--- config.mk ---
export PLATFORM = sky130hd
export DESIGN_NAME = bmp280_i2c_target
export DESIGN_NICKNAME = d
export VERILOG_FILES = /design/src/rtl/bmp280_pkg.sv /design/src/rtl/i2c_bus_sync.sv /design/src/rtl/bmp280_i2c_target.sv
export SDC_FILE = /design/constraint.sdc
export NUM_CORES = 1
export LEC_CHECK = 0
export CAP_MARGIN = 20
export CORE_UTILIZATION = 45
export DETAILED_ROUTE_END_ITERATION = 12
export PLACE_DENSITY_LB_ADDON = 0.05
export SYNTH_ARGS = -nofsm -noshare
export SYNTH_HDL_FRONTEND = slang
export SYNTH_SLANG_ARGS = --single-unit
--- constraint.sdc ---
create_clock -name clk -period 2.74 [get_ports clk]
set_input_delay 0.411 -clock clk [delete_from_list [all_inputs] [get_ports clk]]
set_output_delay 0.411 -clock clk [all_outputs]
set_load 0.02 [all_outputs]
--- src/rtl/bmp280_pkg.sv ---
// Shared constants and types for the BMP280 register-subset I2C target.
// Register addresses, the soft-reset magic value and the target FSM states.
package bmp280_pkg;

    localparam logic [7:0] CALIB_BASE    = 8'h88;
    localparam int         CALIB_BYTES   = 26;
    localparam logic [7:0] CHIP_ID_REG   = 8'hD0;
    localparam logic [7:0] RESET_REG     = 8'hE0;
    localparam logic [7:0] STATUS_REG    = 8'hF3;
    localparam logic [7:0] CTRL_MEAS_REG = 8'hF4;
    localparam logic [7:0] CONFIG_REG    = 8'hF5;
    localparam logic [7:0] PRESS_MSB     = 8'hF7;
    localparam logic [7:0] PRESS_LSB     = 8'hF8;
    localparam logic [7:0] PRESS_XLSB    = 8'hF9;
    localparam logic [7:0] TEMP_MSB      = 8'hFA;
    localparam logic [7:0] TEMP_LSB      = 8'hFB;
    localparam logic [7:0] TEMP_XLSB     = 8'hFC;
    localparam logic [7:0] RESET_MAGIC   = 8'hB6;

    typedef enum logic [3:0] {
        ST_IDLE      = 4'd0,
        ST_ADDR      = 4'd1,
        ST_ADDR_ACK  = 4'd2,
        ST_PTR       = 4'd3,
        ST_PTR_ACK   = 4'd4,
        ST_WDATA     = 4'd5,
        ST_WDATA_ACK = 4'd6,
        ST_RDATA     = 4'd7,
        ST_RACK      = 4'd8,
        ST_IGNORE    = 4'd9,
        ST_WAIT_STOP = 4'd10
    } i2c_state_e;

    // A 20-bit raw sample as seen through the MSB / LSB / XLSB register triple
    function automatic logic [7:0] raw_byte(input logic [19:0] raw, input logic [1:0] idx);
        logic [7:0] b;
        case (idx)
            2'd0:    b = raw[19:12];
            2'd1:    b = raw[11:4];
            default: b = {raw[3:0], 4'h0};
        endcase
        return b;
    endfunction

endpackage

--- src/rtl/i2c_bus_sync.sv ---
// I2C pin front end: synchronizers, registered SCL edge strobes and START/STOP detection.
// Shared by target and controller designs; strobes are one clk wide.
module i2c_bus_sync #(
    parameter int SYNC_STAGES = 2
) (
    input  logic clk,
    input  logic rst,
    input  logic scl_i,
    input  logic sda_i,
    output logic sda,
    output logic scl_rise,
    output logic scl_fall,
    output logic start_det,
    output logic stop_det
);

    logic [SYNC_STAGES-1:0] scl_sync_r;
    logic [SYNC_STAGES-1:0] sda_sync_r;
    logic                   scl_hist_r;
    logic                   sda_hist_r;
    logic                   scl_s;
    logic                   sda_s;

    assign scl_s = scl_sync_r[SYNC_STAGES-1];
    assign sda_s = sda_sync_r[SYNC_STAGES-1];

    // Synchronizer chain plus history flop; everything resets to the idle-high bus level
    always_ff @(posedge clk) begin
        if (rst) begin
            scl_sync_r <= {SYNC_STAGES{1'b1}};
            sda_sync_r <= {SYNC_STAGES{1'b1}};
            scl_hist_r <= 1'b1;
            sda_hist_r <= 1'b1;
        end else begin
            scl_sync_r <= {scl_sync_r[SYNC_STAGES-2:0], scl_i};
            sda_sync_r <= {sda_sync_r[SYNC_STAGES-2:0], sda_i};
            scl_hist_r <= scl_s;
            sda_hist_r <= sda_s;
        end
    end

    // Registered event strobes; sda is delayed alongside so it is the level at the edge
    always_ff @(posedge clk) begin
        if (rst) begin
            sda       <= 1'b1;
            scl_rise  <= 1'b0;
            scl_fall  <= 1'b0;
            start_det <= 1'b0;
            stop_det  <= 1'b0;
        end else begin
            sda       <= sda_s;
            scl_rise  <= scl_s & ~scl_hist_r;
            scl_fall  <= ~scl_s & scl_hist_r;
            start_det <= scl_s & scl_hist_r & sda_hist_r & ~sda_s;
            stop_det  <= scl_s & scl_hist_r & ~sda_hist_r & sda_s;
        end
    end

endmodule

--- src/rtl/bmp280_i2c_target.sv ---
// I2C target emulating the BMP280 register subset (calibration, ID, reset, ctrl_meas, data).
// Measurement inputs are shadowed on every START so a burst returns one coherent sample.
module bmp280_i2c_target
    import bmp280_pkg::*;
#(
    parameter logic [6:0] DEV_ADDR    = 7'h76,
    parameter logic [7:0] CHIP_ID     = 8'h58,
    parameter int         SYNC_STAGES = 2
) (
    input  logic         clk,
    input  logic         rst,
    input  logic         scl_i,
    input  logic         sda_i,
    output logic         sda_oe,
    input  logic [19:0]  temp_raw,
    input  logic [19:0]  press_raw,
    input  logic [207:0] calib_data,
    output logic [7:0]   ctrl_meas,
    output logic         soft_reset,
    output logic         busy
);

    logic       bus_sda_s, scl_rise_s, scl_fall_s, start_s, stop_s;
    logic       rise_s, fall_s, addr_match_s, calib_hit_s;
    logic [7:0] calib_byte_s, rd_byte_s;

    i2c_state_e state_r, state_next;
    logic       sda_oe_r, sda_oe_next, busy_r, busy_next, soft_reset_r, soft_reset_next;
    logic       nack_r, nack_next;
    logic [3:0] bit_cnt_r, bit_cnt_next;
    logic [7:0] shift_r, shift_next, tx_r, tx_next, pointer_r, pointer_next;
    logic [7:0] ctrl_meas_r, ctrl_meas_next;
    logic [19:0] temp_sh_r, temp_sh_next, press_sh_r, press_sh_next;

    i2c_bus_sync #(.SYNC_STAGES(SYNC_STAGES)) u_sync (
        .clk       (clk),
        .rst       (rst),
        .scl_i     (scl_i),
        .sda_i     (sda_i),
        .sda       (bus_sda_s),
        .scl_rise  (scl_rise_s),
        .scl_fall  (scl_fall_s),
        .start_det (start_s),
        .stop_det  (stop_s)
    );

    // Bus conditions win over a coincident SCL edge
    assign rise_s       = scl_rise_s & ~start_s & ~stop_s;
    assign fall_s       = scl_fall_s & ~start_s & ~stop_s;
    assign addr_match_s = (shift_r[7:1] == DEV_ADDR);

    assign sda_oe     = sda_oe_r;
    assign busy       = busy_r;
    assign soft_reset = soft_reset_r;
    assign ctrl_meas  = ctrl_meas_r;

    // Calibration window decode as an AND-OR mux over the 26 trim bytes
    always_comb begin
        calib_hit_s  = 1'b0;
        calib_byte_s = 8'h00;
        for (int k = 0; k < CALIB_BYTES; k++) begin
            calib_hit_s  = calib_hit_s | (pointer_r == (CALIB_BASE + 8'(k)));
            calib_byte_s = calib_byte_s
                         | ({8{pointer_r == (CALIB_BASE + 8'(k))}} & calib_data[8*k +: 8]);
        end
    end

    // Read-side register map at the current pointer
    always_comb begin
        rd_byte_s = 8'h00;
        if (calib_hit_s) begin
            rd_byte_s = calib_byte_s;
        end else begin
            case (pointer_r)
                CHIP_ID_REG:   rd_byte_s = CHIP_ID;
                RESET_REG:     rd_byte_s = 8'h00;
                STATUS_REG:    rd_byte_s = 8'h00;
                CTRL_MEAS_REG: rd_byte_s = ctrl_meas_r;
                CONFIG_REG:    rd_byte_s = 8'h00;
                PRESS_MSB:     rd_byte_s = raw_byte(press_sh_r, 2'd0);
                PRESS_LSB:     rd_byte_s = raw_byte(press_sh_r, 2'd1);
                PRESS_XLSB:    rd_byte_s = raw_byte(press_sh_r, 2'd2);
                TEMP_MSB:      rd_byte_s = raw_byte(temp_sh_r, 2'd0);
                TEMP_LSB:      rd_byte_s = raw_byte(temp_sh_r, 2'd1);
                TEMP_XLSB:     rd_byte_s = raw_byte(temp_sh_r, 2'd2);
                default:       rd_byte_s = 8'h00;
            endcase
        end
    end

    // State and datapath registers
    always_ff @(posedge clk) begin
        if (rst) begin
            state_r      <= ST_IDLE;
            sda_oe_r     <= 1'b0;
            busy_r       <= 1'b0;
            soft_reset_r <= 1'b0;
            nack_r       <= 1'b0;
            bit_cnt_r    <= 4'd0;
            shift_r      <= 8'h00;
            tx_r         <= 8'h00;
            pointer_r    <= 8'h00;
            ctrl_meas_r  <= 8'h00;
            temp_sh_r    <= 20'h00000;
            press_sh_r   <= 20'h00000;
        end else begin
            state_r      <= state_next;
            sda_oe_r     <= sda_oe_next;
            busy_r       <= busy_next;
            soft_reset_r <= soft_reset_next;
            nack_r       <= nack_next;
            bit_cnt_r    <= bit_cnt_next;
            shift_r      <= shift_next;
            tx_r         <= tx_next;
            pointer_r    <= pointer_next;
            ctrl_meas_r  <= ctrl_meas_next;
            temp_sh_r    <= temp_sh_next;
            press_sh_r   <= press_sh_next;
        end
    end

    // Next-state logic; byte-level transitions happen on the SCL fall after the 8th bit
    always_comb begin
        state_next = state_r;
        if (stop_s) begin
            state_next = ST_IDLE;
        end else if (start_s) begin
            state_next = ST_ADDR;
        end else begin
            case (state_r)
                ST_ADDR:      if (fall_s && bit_cnt_r == 4'd8)
                                  state_next = addr_match_s ? ST_ADDR_ACK : ST_IGNORE;
                              else state_next = ST_ADDR;
                ST_ADDR_ACK:  state_next = fall_s ? (shift_r[0] ? ST_RDATA : ST_PTR) : ST_ADDR_ACK;
                ST_PTR:       state_next = (fall_s && bit_cnt_r == 4'd8) ? ST_PTR_ACK : ST_PTR;
                ST_PTR_ACK:   state_next = fall_s ? ST_WDATA : ST_PTR_ACK;
                ST_WDATA:     state_next = (fall_s && bit_cnt_r == 4'd8) ? ST_WDATA_ACK : ST_WDATA;
                ST_WDATA_ACK: state_next = fall_s ? ST_WDATA : ST_WDATA_ACK;
                ST_RDATA:     state_next = (fall_s && bit_cnt_r == 4'd8) ? ST_RACK : ST_RDATA;
                ST_RACK:      state_next = fall_s ? (nack_r ? ST_WAIT_STOP : ST_RDATA) : ST_RACK;
                ST_IDLE:      state_next = ST_IDLE;
                ST_IGNORE:    state_next = ST_IGNORE;
                ST_WAIT_STOP: state_next = ST_WAIT_STOP;
                default:      state_next = ST_IDLE;
            endcase
        end
    end

    // Outputs and datapath: SDA sampled on SCL rise, SDA drive updated on SCL fall
    always_comb begin
        sda_oe_next     = sda_oe_r;
        busy_next       = busy_r;
        soft_reset_next = 1'b0;
        nack_next       = nack_r;
        bit_cnt_next    = bit_cnt_r;
        shift_next      = shift_r;
        tx_next         = tx_r;
        pointer_next    = pointer_r;
        ctrl_meas_next  = ctrl_meas_r;
        temp_sh_next    = temp_sh_r;
        press_sh_next   = press_sh_r;
        if (stop_s) begin
            sda_oe_next = 1'b0;
            busy_next   = 1'b0;
        end else if (start_s) begin
            sda_oe_next   = 1'b0;
            bit_cnt_next  = 4'd0;
            temp_sh_next  = temp_raw;
            press_sh_next = press_raw;
        end else begin
            case (state_r)
                ST_ADDR, ST_PTR, ST_WDATA: begin
                    if (rise_s) begin
                        shift_next   = {shift_r[6:0], bus_sda_s};
                        bit_cnt_next = bit_cnt_r + 4'd1;
                    end else if (fall_s && bit_cnt_r == 4'd8) begin
                        bit_cnt_next = 4'd0;
                        if (state_r != ST_ADDR) begin
                            sda_oe_next = 1'b1;
                        end else if (addr_match_s) begin
                            sda_oe_next = 1'b1;
                            busy_next   = 1'b1;
                        end else begin
                            sda_oe_next = 1'b0;
                        end
                    end else begin
                        shift_next = shift_r;
                    end
                end
                ST_ADDR_ACK: begin
                    if (fall_s && shift_r[0]) begin
                        sda_oe_next = ~rd_byte_s[7];
                        tx_next     = {rd_byte_s[6:0], 1'b0};
                    end else if (fall_s) begin
                        sda_oe_next = 1'b0;
                    end else begin
                        tx_next = tx_r;
                    end
                end
                ST_PTR_ACK: begin
                    if (rise_s) begin
                        pointer_next = shift_r;
                    end else if (fall_s) begin
                        sda_oe_next = 1'b0;
                    end else begin
                        pointer_next = pointer_r;
                    end
                end
                ST_WDATA_ACK: begin
                    if (rise_s) begin
                        pointer_next = pointer_r + 8'd1;
                        if (pointer_r == CTRL_MEAS_REG) begin
                            ctrl_meas_next = shift_r;
                        end else if (pointer_r == RESET_REG && shift_r == RESET_MAGIC) begin
                            ctrl_meas_next  = 8'h00;
                            soft_reset_next = 1'b1;
                        end else begin
                            ctrl_meas_next = ctrl_meas_r;
                        end
                    end else if (fall_s) begin
                        sda_oe_next = 1'b0;
                    end else begin
                        pointer_next = pointer_r;
                    end
                end
                ST_RDATA: begin
                    if (rise_s) begin
                        bit_cnt_next = bit_cnt_r + 4'd1;
                    end else if (fall_s && bit_cnt_r == 4'd8) begin
                        sda_oe_next  = 1'b0;
                        bit_cnt_next = 4'd0;
                    end else if (fall_s) begin
                        sda_oe_next = ~tx_r[7];
                        tx_next     = {tx_r[6:0], 1'b0};
                    end else begin
                        tx_next = tx_r;
                    end
                end
                ST_RACK: begin
                    if (rise_s) begin
                        nack_next    = bus_sda_s;
                        pointer_next = bus_sda_s ? pointer_r : pointer_r + 8'd1;
                    end else if (fall_s && !nack_r) begin
                        sda_oe_next = ~rd_byte_s[7];
                        tx_next     = {rd_byte_s[6:0], 1'b0};
                    end else if (fall_s) begin
                        sda_oe_next = 1'b0;
                    end else begin
                        nack_next = nack_r;
                    end
                end
                default: sda_oe_next = 1'b0;
            endcase
        end
    end

endmodule

==> results of run 1 <==
synth_stat cells (10+ instances only):
cell type / n
a21oi_1: 84
a22o_1: 18
a22oi_1: 36
a32oi_1: 11
and2_1: 11
and3_1: 17
buf_2: 15
clkbuf_1: 53
dfxtp_1: 93
mux2i_1: 19
nand2_1: 122
nand2b_1: 10
nand3_1: 46
nand4_1: 27
nor2_1: 61
nor2b_1: 12
nor3_1: 14
nor3b_1: 10
o21ai_0: 24
o22ai_1: 12
critical path: cells and delay by family, from the launching register on:
family / cells / cell delay, ps
and+or+nand+nor: 3 / 1010
DFF: 1 / 550
buffers and inverters: 1 / 230
AOI/OAI and AO/OA: 3 / 700
per-layer routing:
metal	global-route usage (%)	wire length [um]	vias to the layer above
met5	0	0	-
met4	22.8	1820	0
met3	10.6	3860	139
met2	62.9	14300	640
met1	52.7	12800	4075
li1	-	-	3909
power by group through the flow:
stage / registers, mW / logic [mW] / clock network [mW]
global route: 1.38 / 0.532 / 1.38
detailed placement: 1.41 / 0.500 / 0
floorplan: 1.41 / 0.0888 / 0
CTS: 1.38 / 0.504 / 1.32
global placement: 1.41 / 0.503 / 0
finish: 1.38 / 0.510 / 1.32
flip-flops by register name (all words and copies together), names as in the netlist, 4 cells and up:
signal / flops
press_sh_r: 20
tx_r: 7
ctrl_meas: 8
temp_sh_r: 20
state_r: 4
pointer_r: 8
shift_r: 8
bit_cnt_r: 4
metrics by stage:
| step | cells | hold WS, ps |
|---|---|---|
| after global routing | 1345 | 444 |
| after detailed placement | 1328 | 393 |
| after CTS | 1344 | 415 |
| final | 1345 | 414 |
| after global placement | 1328 | 396 |
| after floorplan | 899 | 389 |
logic make-up after synthesis:
group	count (synthesis)	share of synthesized area [%]
multiplexers	28	4.32
AO/OA/AOI/OAI	282	29.1
flip-flops	93	27.6
buffers and inverters	92	6.12
AND/OR/NAND/NOR	398	31.8
adder cells (fa/ha/maj)	6	1.11
path summary, 6_finish.rpt:
check        cells after the start                   end            startpoint
max                              7               tx_r[5]          pointer_r[3]
min                              1  u_sync.sda_sync_r[1]  u_sync.sda_sync_r[0]
max reg2reg                      7               tx_r[5]          pointer_r[3]
min reg2reg                      1  u_sync.sda_sync_r[1]  u_sync.sda_sync_r[0]
timing repair:
action	in CTS	in global routing
buffers inserted	0	0
gates resized for setup	0	1
endpoints found under the setup margin	0	1
final cells by class:
type                       count  area (sq um)
clock inverter                 7          91.3
tap                          184           230
sequential                    93          1860
clock buffer                   9           225
timing repair buffer         328          3180
antenna                        1          2.50
inverter                       9          33.8
fill                        1265          4490
multi-input combinational    714          4480
==> flow_summary.toml, run 1 <==
[floorplan]
io_pins = 263
start_util_pct = 46.3
fp.dieArea_sq_um = 15500
core_sq_um = 14600
dieHeight_um = 124
fp-row-count = 44
die_w_um = 124

[yosys]
synth_largest_area_cell = "dfxtp_1"
synth_ff_type = "dfxtp_1"
yosysSeqAreaShare_pct = 27.6
synth_edf_count = 0
syn_avg_cell_area_sq_um = 7.51
synthesis.nets = 1157
synthArstFlopShare_pct = 0
yosys_warnings = 0
synth_area_sq_um = 6750
ys_ff_latch = 93
postSynthCellCount = 899
yosys-top-cells-area = "dfxtp_1, nand2_1, a21oi_1"
netlist.area_leader.share_pct = 27.6
synth.distinct_cells = 83

[sta]
slew-limit-headroom_pct = 30.3
setup_viol_count_final = 0
rsz0062_at_grt = "no"
finalCritPeriodShare_pct = 95.2
fin_skew_ps = 13.7
fmax_ghz = 0.383
hold_violations = 0
tightest_slew_ps = 1040
finalWorstSetupSlack_ps = 132
slew_violations = 0
tns_ps = 0
post-route-min-period_ps = 2610

[clock_tree]
clk_latency_ps = 360
cts.sinks = 93
htreeDepth = 3
numCtsBuffers = 9
cts_tree = "built"
clockBufferDepth = 2
ctsHoldBuffers = 0
ctsRootBufferMaster = "clkbuf_16"
clkTransAtPathRegs_ps = 80

[power_and_ir_drop]
p_seq_share_pct = 42.9
p_per_area_nw_per_um2 = 318
p_total_mw = 3.21
p_switching_mw = 0.831
switching_share_pct = 25.8
internal-power_mw = 2.38
combPwrFrac_pct = 15.9
ir_drop_mv = 0.266
leakage_nw = 3.50
clkPwrFrac_pct = 41.2

[grt]
gr-total-overflow = 0
grt_first_pass_wirelength_mm = 48.8
grt_max_degree = 83
grt_antenna_before_repair = 1
grt_usage_pct = 41.2
grt_pass1_vias = 8263

[setup_path]
path_cells = "buf_4 -> and4bb_1 -> and2_1 -> a22o_1 -> a211o_1 -> nor4_1 -> o31ai_1"
r2r_setup_slack_ps = 130
slowest_stage = "dfxtp_1"
cp_max_fo = 10
slowest_delay_ps = 550
arrival_ps = 2840
critPathLaunchType = "flip-flop"
setup.worst_path.end_class = "flip-flop"
path_class = "reg -> reg"
cp.required_ps = 2970

[detailed_routing]
post-route-drc-count = 0
drtIter0Drc = 1385
drt_pass1_iterations = 6
detail-route-antenna-nets = 0
vias_per_cell = 6.52
vias = 8763
finalWirelength_mm = 32.8
avgRoutedWirePerCell_um = 24.4

[placement]
place.gp.congestion = 1.03
pre_cts_ws_ps = 204
dpl.hpwl_mm = 25.3
place_area_sq_um = 9780
io_buffers = 262

[final_layout]
final_area_sq_um = 10100
drive_above_1_share_pct = 9.57
mostFrequentLayoutCells = "clkdlybuf4s50_1, nand2_1, dfxtp_1, a21oi_1"
final_common_cell = "clkdlybuf4s50_1"
area_growth_pct = 49.7
fin_util_pct = 69.2
layout.nets = 1413

[min_path]
hold_class = "reg -> reg"

[run]
drv_cap = 0

[outcome]
outcome = "complete, no violations"
Note: power is estimated with default switching activity, not from simulation.
==> run 2: changes to the inputs <==
- SKIP_CTS_REPAIR_TIMING: default -> 1
==> results of run 2 <==
Same layout as run 1: the final DEF is identical, and so are final timing and power.
==> run 3: changes to the inputs <==
- ABC_AREA: default -> 1
- CORE_UTILIZATION: 45 -> 44
- MAX_ROUTING_LAYER: default -> met4
- SLEW_MARGIN: default -> 40
==> run 3 against run 2 <==
  * Hold slack improved by 1.5 ps
  * Combinational power down 9.8%
  * Sequential share of layout area increased by 0.72 points
  * Worst setup slack better by 230 ps
  * Largest power group unchanged
  * Highest routed layer unchanged
==> flow_summary.toml, run 3 <==
[setup_path]
crit_start = "pointer_r[0]"
reg2regPathDepth = 13
r2r_setup_slack_ps = 360
reg2reg_to = "tx_r[6]"
critPathLaunchType = "flip-flop"
cp-endpoint = "tx_r[6]"
setup.worst_path.end_class = "flip-flop"
cp_max_fo = 14
path_class = "reg -> reg"
arrival_ps = 2660
cp.required_ps = 3020
r2r_start = "pointer_r[0]"

[clock_tree]
clockBufferDepth = 2
clk_latency_ps = 350
ctsRootBufferMaster = "clkbuf_16"
cts.sinks = 93
numCtsBuffers = 9
clkTransAtPathRegs_ps = 80
htreeDepth = 3
cts_tree = "built"

[min_path]
hold_class = "reg -> reg"

[grt]
met2_usage_pct = 61.6
grt_antenna_before_repair = 4
grt_usage_pct = 38.9
use_met3_pct = 7.33
grt_max_degree = 111
grt_pass1_vias = 7981
gr-total-overflow = 0
grt_first_pass_wirelength_mm = 43.2
grt.met1_usage_pct = 48.3
busiest_layer = "met2"

[sta]
slew-limit-headroom_pct = 40.7
hold_slack_ps = 415
hold_violations = 0
post-route-min-period_ps = 2380
tightest_slew_ps = 889
fin_skew_ps = 11.4
rsz0062_at_grt = "no"
slew_violations = 0
setup_viol_count_final = 0
tns_ps = 0
finalCritPeriodShare_pct = 86.8
fmax_ghz = 0.420

[placement]
place.gp.congestion = 1.04
io_buffers = 262
dpl.hpwl_mm = 22.3

[detailed_routing]
detail-route-antenna-nets = 0
vias = 8806
avgRoutedWirePerCell_um = 18.3
drtIter0Drc = 756
drt_pass1_iterations = 5
finalWirelength_mm = 29.2
post-route-drc-count = 0
vias_per_cell = 5.53

[power_and_ir_drop]
p_per_area_nw_per_um2 = 322
internal-power_mw = 2.36
switching_share_pct = 24.5
p_switching_mw = 0.765
p_seq_share_pct = 44.5
ir_drop_mv = 0.414
p_total_mw = 3.12
leakage_nw = 4.38
combPwrFrac_pct = 14.7
clkPwrFrac_pct = 40.8

[final_layout]
final_common_cell = "nand2_1"
mostFrequentLayoutCells = "nand2_1, clkdlybuf4s50_1, nor2_1, nand3_1, dfxtp_1"
area_growth_pct = 48.3
layout.area.seq_sq_um = 1860
layout.nets = 1656
n_fill_cell = 1444
reg_top3 = "press_sh_r: 20 flops, temp_sh_r: 20 flops"
multiInputGateArea_sq_um = 4180
drive_above_1_share_pct = 4.35

[yosys]
postSynthCellCount = 1154
synth_edf_count = 0
synth_largest_area_cell = "dfxtp_1"
synth.distinct_cells = 34
yosysSeqAreaShare_pct = 28.4
synth_area_sq_um = 6550
yosys-top-cells-count = "nand2_1, nor2_1, nand3_1"
ys_ff_latch = 93
syn_avg_cell_area_sq_um = 5.67
synthArstFlopShare_pct = 0
synthMostInstantiatedCell = "nand2_1"
netlist.area_leader.share_pct = 28.4
synthesis.nets = 1412
yosys_warnings = 0
synth_ff_type = "dfxtp_1"
yosys-top-cells-area = "dfxtp_1, nand2_1, nand3_1"

[outcome]
outcome = "complete, no violations"

[floorplan]
core_sq_um = 14500
start_util_pct = 45.1
io_pins = 263
die_w_um = 124
dieHeight_um = 124
fp-row-count = 44
fp.dieArea_sq_um = 15400

[run]
drv_cap = 0
==> run 3: cell types whose count changed in the layout (fill, tap and decap cells not counted), sizes merged, moves of 18 or more <==
cell   change
a21oi     -41
mux2i     -19
buf       -42
a22o      -18
o21ai     +46
nand2    +165
a22oi     -36
nor2     +181
nand3    +172
inv       +67
==> run 3: logic make-up (layout without fill, tap and decap cells) <==
family | Yosys count | count (layout) | share of synthesized area (%)
other cells | 0 | 4 | 0
compound gates | 137 | 137 | 11.1
fa+ha+maj | 6 | 6 | 1.15
simple gates | 787 | 787 | 51.1
flops | 93 | 93 | 28.4
xor+xnor | 1 | 1 | 0.134
buf+inv | 130 | 379 | 8.14
==> run 3: metrics by stage <==
stage                     area, sq um  instances  setup WS, ps  utilization, %
final                            9710       1591           361            66.8
after global routing             9710       1591           151            66.8
after CTS                        9700       1587           445            66.7
after detailed placement         9390       1571           456            64.6
after global placement           9380       1571           517            64.6
after floorplan                  6550       1154          1010               -
==> run 3: cell type report <==
type	instances	share of cell area, %
tap	184	2.37
multi-input combinational	931	43.1
timing repair buffer	287	29.2
sequential	93	19.2
clock inverter	7	0.825
antenna	4	0.103
clock buffer	9	2.32
inverter	76	2.94
==> run 3: critical path, cell delays in order (launching register included) <==
cell     delay [ps]
dfxtp_1         350
inv_1           140
ha_1            190
inv_1            90
nor2_1          610
buf_4           340
nand3_1         100
nand2_1          80
nor2_1           40
nand2_1          50
nor2_1           50
nand4_1          80
nand2_1          60
a21oi_1         110
==> run 3: worst min-delay path by stage <==
stage                                     from                   end  slack [ps]  depth (start not counted)
after floorplan           u_sync.scl_sync_r[0]  u_sync.scl_sync_r[1]         390                          1
after global placement    u_sync.sda_sync_r[0]  u_sync.sda_sync_r[1]         390                          1
after detailed placement  u_sync.scl_sync_r[0]  u_sync.scl_sync_r[1]         400                          1
after CTS                    u_sync.sda_hist_r       u_sync.stop_det         420                          1
after global routing      u_sync.sda_sync_r[1]      u_sync.start_det         450                          1
final                     u_sync.scl_sync_r[0]  u_sync.scl_sync_r[1]         420                          1
==> run 3: layer usage <==
metal  up-vias  part of all wire (%)
met2       508                    45
met1      3950                    41
li1       4280                     -
met3        68                    11
met5         -                     0
met4         0                   3.5
==> run 3: power by group through the flow <==
stage               Combinational (mW)  Sequential (mW)  Clock [mW]
CTS                              0.457             1.39        1.28
floorplan                       0.0585             1.42           0
finish                           0.460             1.39        1.27
global route                     0.486             1.39        1.34
detailed placement               0.453             1.42           0
global placement                 0.454             1.42           0
==> patch: new RTL, flow settings as in run 3 <==
Change the package constant `CALIB_BYTES` from 26 to 13.
--- a/src/rtl/bmp280_pkg.sv
+++ b/src/rtl/bmp280_pkg.sv
@@ -3,7 +3,7 @@
 package bmp280_pkg;
 
     localparam logic [7:0] CALIB_BASE    = 8'h88;
-    localparam int         CALIB_BYTES   = 26;
+    localparam int         CALIB_BYTES   = 13;
     localparam logic [7:0] CHIP_ID_REG   = 8'hD0;
     localparam logic [7:0] RESET_REG     = 8'hE0;
     localparam logic [7:0] STATUS_REG    = 8'hF3;
Behaviour: same outputs for any inputs over 4 cycles, from zero or initial values and one cycle with rst high; that may be too few to reach the edited logic, so the function may still have changed.
==> patch against run 3 <==
  * Sequential power hardly changed
  * Highest routed layer unchanged
  * Worst setup slack better by 0.064 ns
  * Largest cell class unchanged
  * Power down 3.2%
  * Routed wire length is 33% lower
  * Area after synthesis is 15% lower
  * Sequential share of layout area rose by 5.2 points
  * Cell count is 22% lower
  * Sequential cell count unchanged
  * Final area shrank 21%
==> patch: results (changes against run 3) <==
flop-to-flop setup slack = 0.42 ns (was 0.36 ns)
Worst IR Drop VDD = 0.000342 V (was 0.000414 V)
Leak Pwr = 3.42 nW (was 4.38 nW)
status = finished clean (unchanged)
most instantiated cells after synthesis = nand2_1, nor2_1, nand3_1 (unchanged)
worst-path fanout max = 9 (was 14)
relative slew slack = 53.7% (was 40.7%)
number of global-route vias before repair = 5854 (was 7981)
clk_skew = 0.00420 ns (was 0.0114 ns)
Hold WS = 0.417 ns (was 0.415 ns)
Hold Path End = u_sync.scl_sync_r[1] (unchanged)
initial DRC count = 654 (was 756)
Final #Nets = 1327 (was 1656)
syn_nets = 1180 (was 1412)
hold_sp = u_sync.scl_sync_r[0] (unchanged)
P&R area growth vs syn = 36.9% (was 48.3%)
Synth area leaders = dfxtp_1, nand2_1, nor2_1, nand3_1, o21ai_0 (was dfxtp_1, nand2_1, nand3_1, nor2_1, o21ai_0)
GP Congestion = 0.914 (was 1.04)
Reg-to-Reg End = tx_r[1] (was tx_r[6])
dpl hpwl = 15000 um (was 22300 um)
Wirelength per Cell = 15.6 um (was 18.3 um)
register area share after synthesis = 33.4% (was 28.4%)
layout cell share with drive strength beyond 1 = 5.96% (was 4.35%)
total track usage = 31.0% (was 38.9%)
first-pass GRT wire length = 30000 um (was 43200 um)
Cells after Synth = 922 (was 1154)
H-tree levels = 3 (unchanged)
Port Buffers = 158 (was 262)
largest registers = press_sh_r x20, temp_sh_r x20 (unchanged)
CTS buffer count = 9 (unchanged)
pin count of the biggest net entering global routing = 56 (was 111)
pre-CTS setup slack = 0.471 ns (was 0.456 ns)
Via density = 5.20 (was 5.53)
initial antenna violation count = 0 (was 4)
RR Startpoint = pointer_r[0] (unchanged)
Worst path max stage delay = 0.47 ns (was 0.61 ns)
clock-pin slew on the worst setup and hold paths = 0.06 ns (was 0.08 ns)
DR vias = 6453 (was 8806)
NetSw = 0.641 mW (was 0.765 mW)
Antenna Cells = 0 (was 4)
[patch: cell types whose count changed in the layout (fill, tap and decap cells not counted), sizes merged, moves of 3 or more]
cell,run 3,this run
clkdlybuf4s50,262,158
buf,25,12
a31oi,3,6
nor2,243,203
nand3,218,121
a21oi,45,41
o21ai,75,67
nand2,288,227
diode,4,0
[patch: final cells by class]
type / count / area [um^2]
flip-flops and latches: 93 / 1860
multi-input cells: 716 / 3250
fillers: 1206 / 4540
repair buffers: 170 / 1690
clock buffers: 10 / 229
clock inverters: 6 / 87.6
well taps: 168 / 210
inverters: 79 / 297
[patch: logic make-up (layout without fill, tap and decap cells)]
family / after synthesis / in the layout / synth area share, %
and+or+nand+nor: 585 / 585 / 44.9
AOI/OAI and AO/OA: 124 / 124 / 11.9
DFF: 93 / 93 / 33.4
xor gates and xnor gates: 1 / 1 / 0.157
adders and majority gates: 6 / 6 / 1.35
buffers and inverters: 113 / 265 / 8.31
[patch: layer usage]
layer | share of wire (%) | track usage, % | vias up
li1 | - | - | 3283
met1 | 45 | 39.3 | 2828
met2 | 44 | 48.1 | 295
met3 | 6.9 | 4.13 | 47
met4 | 4.2 | 16.3 | 0
met5 | 0 | - | -
[patch: worst max-delay path by stage]
stage / start / endpoint / slack [ns] / cells past startpoint
6_report: pointer_r[0] / tx_r[1] / 0.42 / 13
5_1_grt: pointer_r[0] / tx_r[1] / 0.32 / 13
4_1_cts: pointer_r[0] / tx_r[1] / 0.46 / 13
3_5_place_dp: pointer_r[0] / tx_r[1] / 0.47 / 13
3_3_place_gp: pointer_r[0] / tx_r[1] / 0.34 / 11
2_1_floorplan: pointer_r[0] / tx_r[6] / 1.09 / 13
[patch: power groups by stage]
stage	sequential, mW	clock, mW	combinational [mW]
3_3_place_gp	1.42	0	0.295
2_1_floorplan	1.42	0	0.0620
6_report	1.39	1.33	0.299
5_1_grt	1.39	1.40	0.321
3_5_place_dp	1.42	0	0.296
4_1_cts	1.39	1.34	0.299
[patch: through the flow]
step / instance area [um^2] / power, mW
after global placement: 7280 / 1.72
after global routing: 7620 / 3.12
final: 7620 / 3.02
after detailed placement: 7280 / 1.72
after floorplan: 5570 / 1.48
after CTS: 7600 / 3.03
[patch: critical path: cells and delay by family (launching register included)]
family / cells / cell delay (ns)
flops: 1 / 0.35
fa+ha+maj: 1 / 0.18
compound gates: 2 / 0.27
buf+inv: 4 / 0.59
simple gates: 6 / 0.86
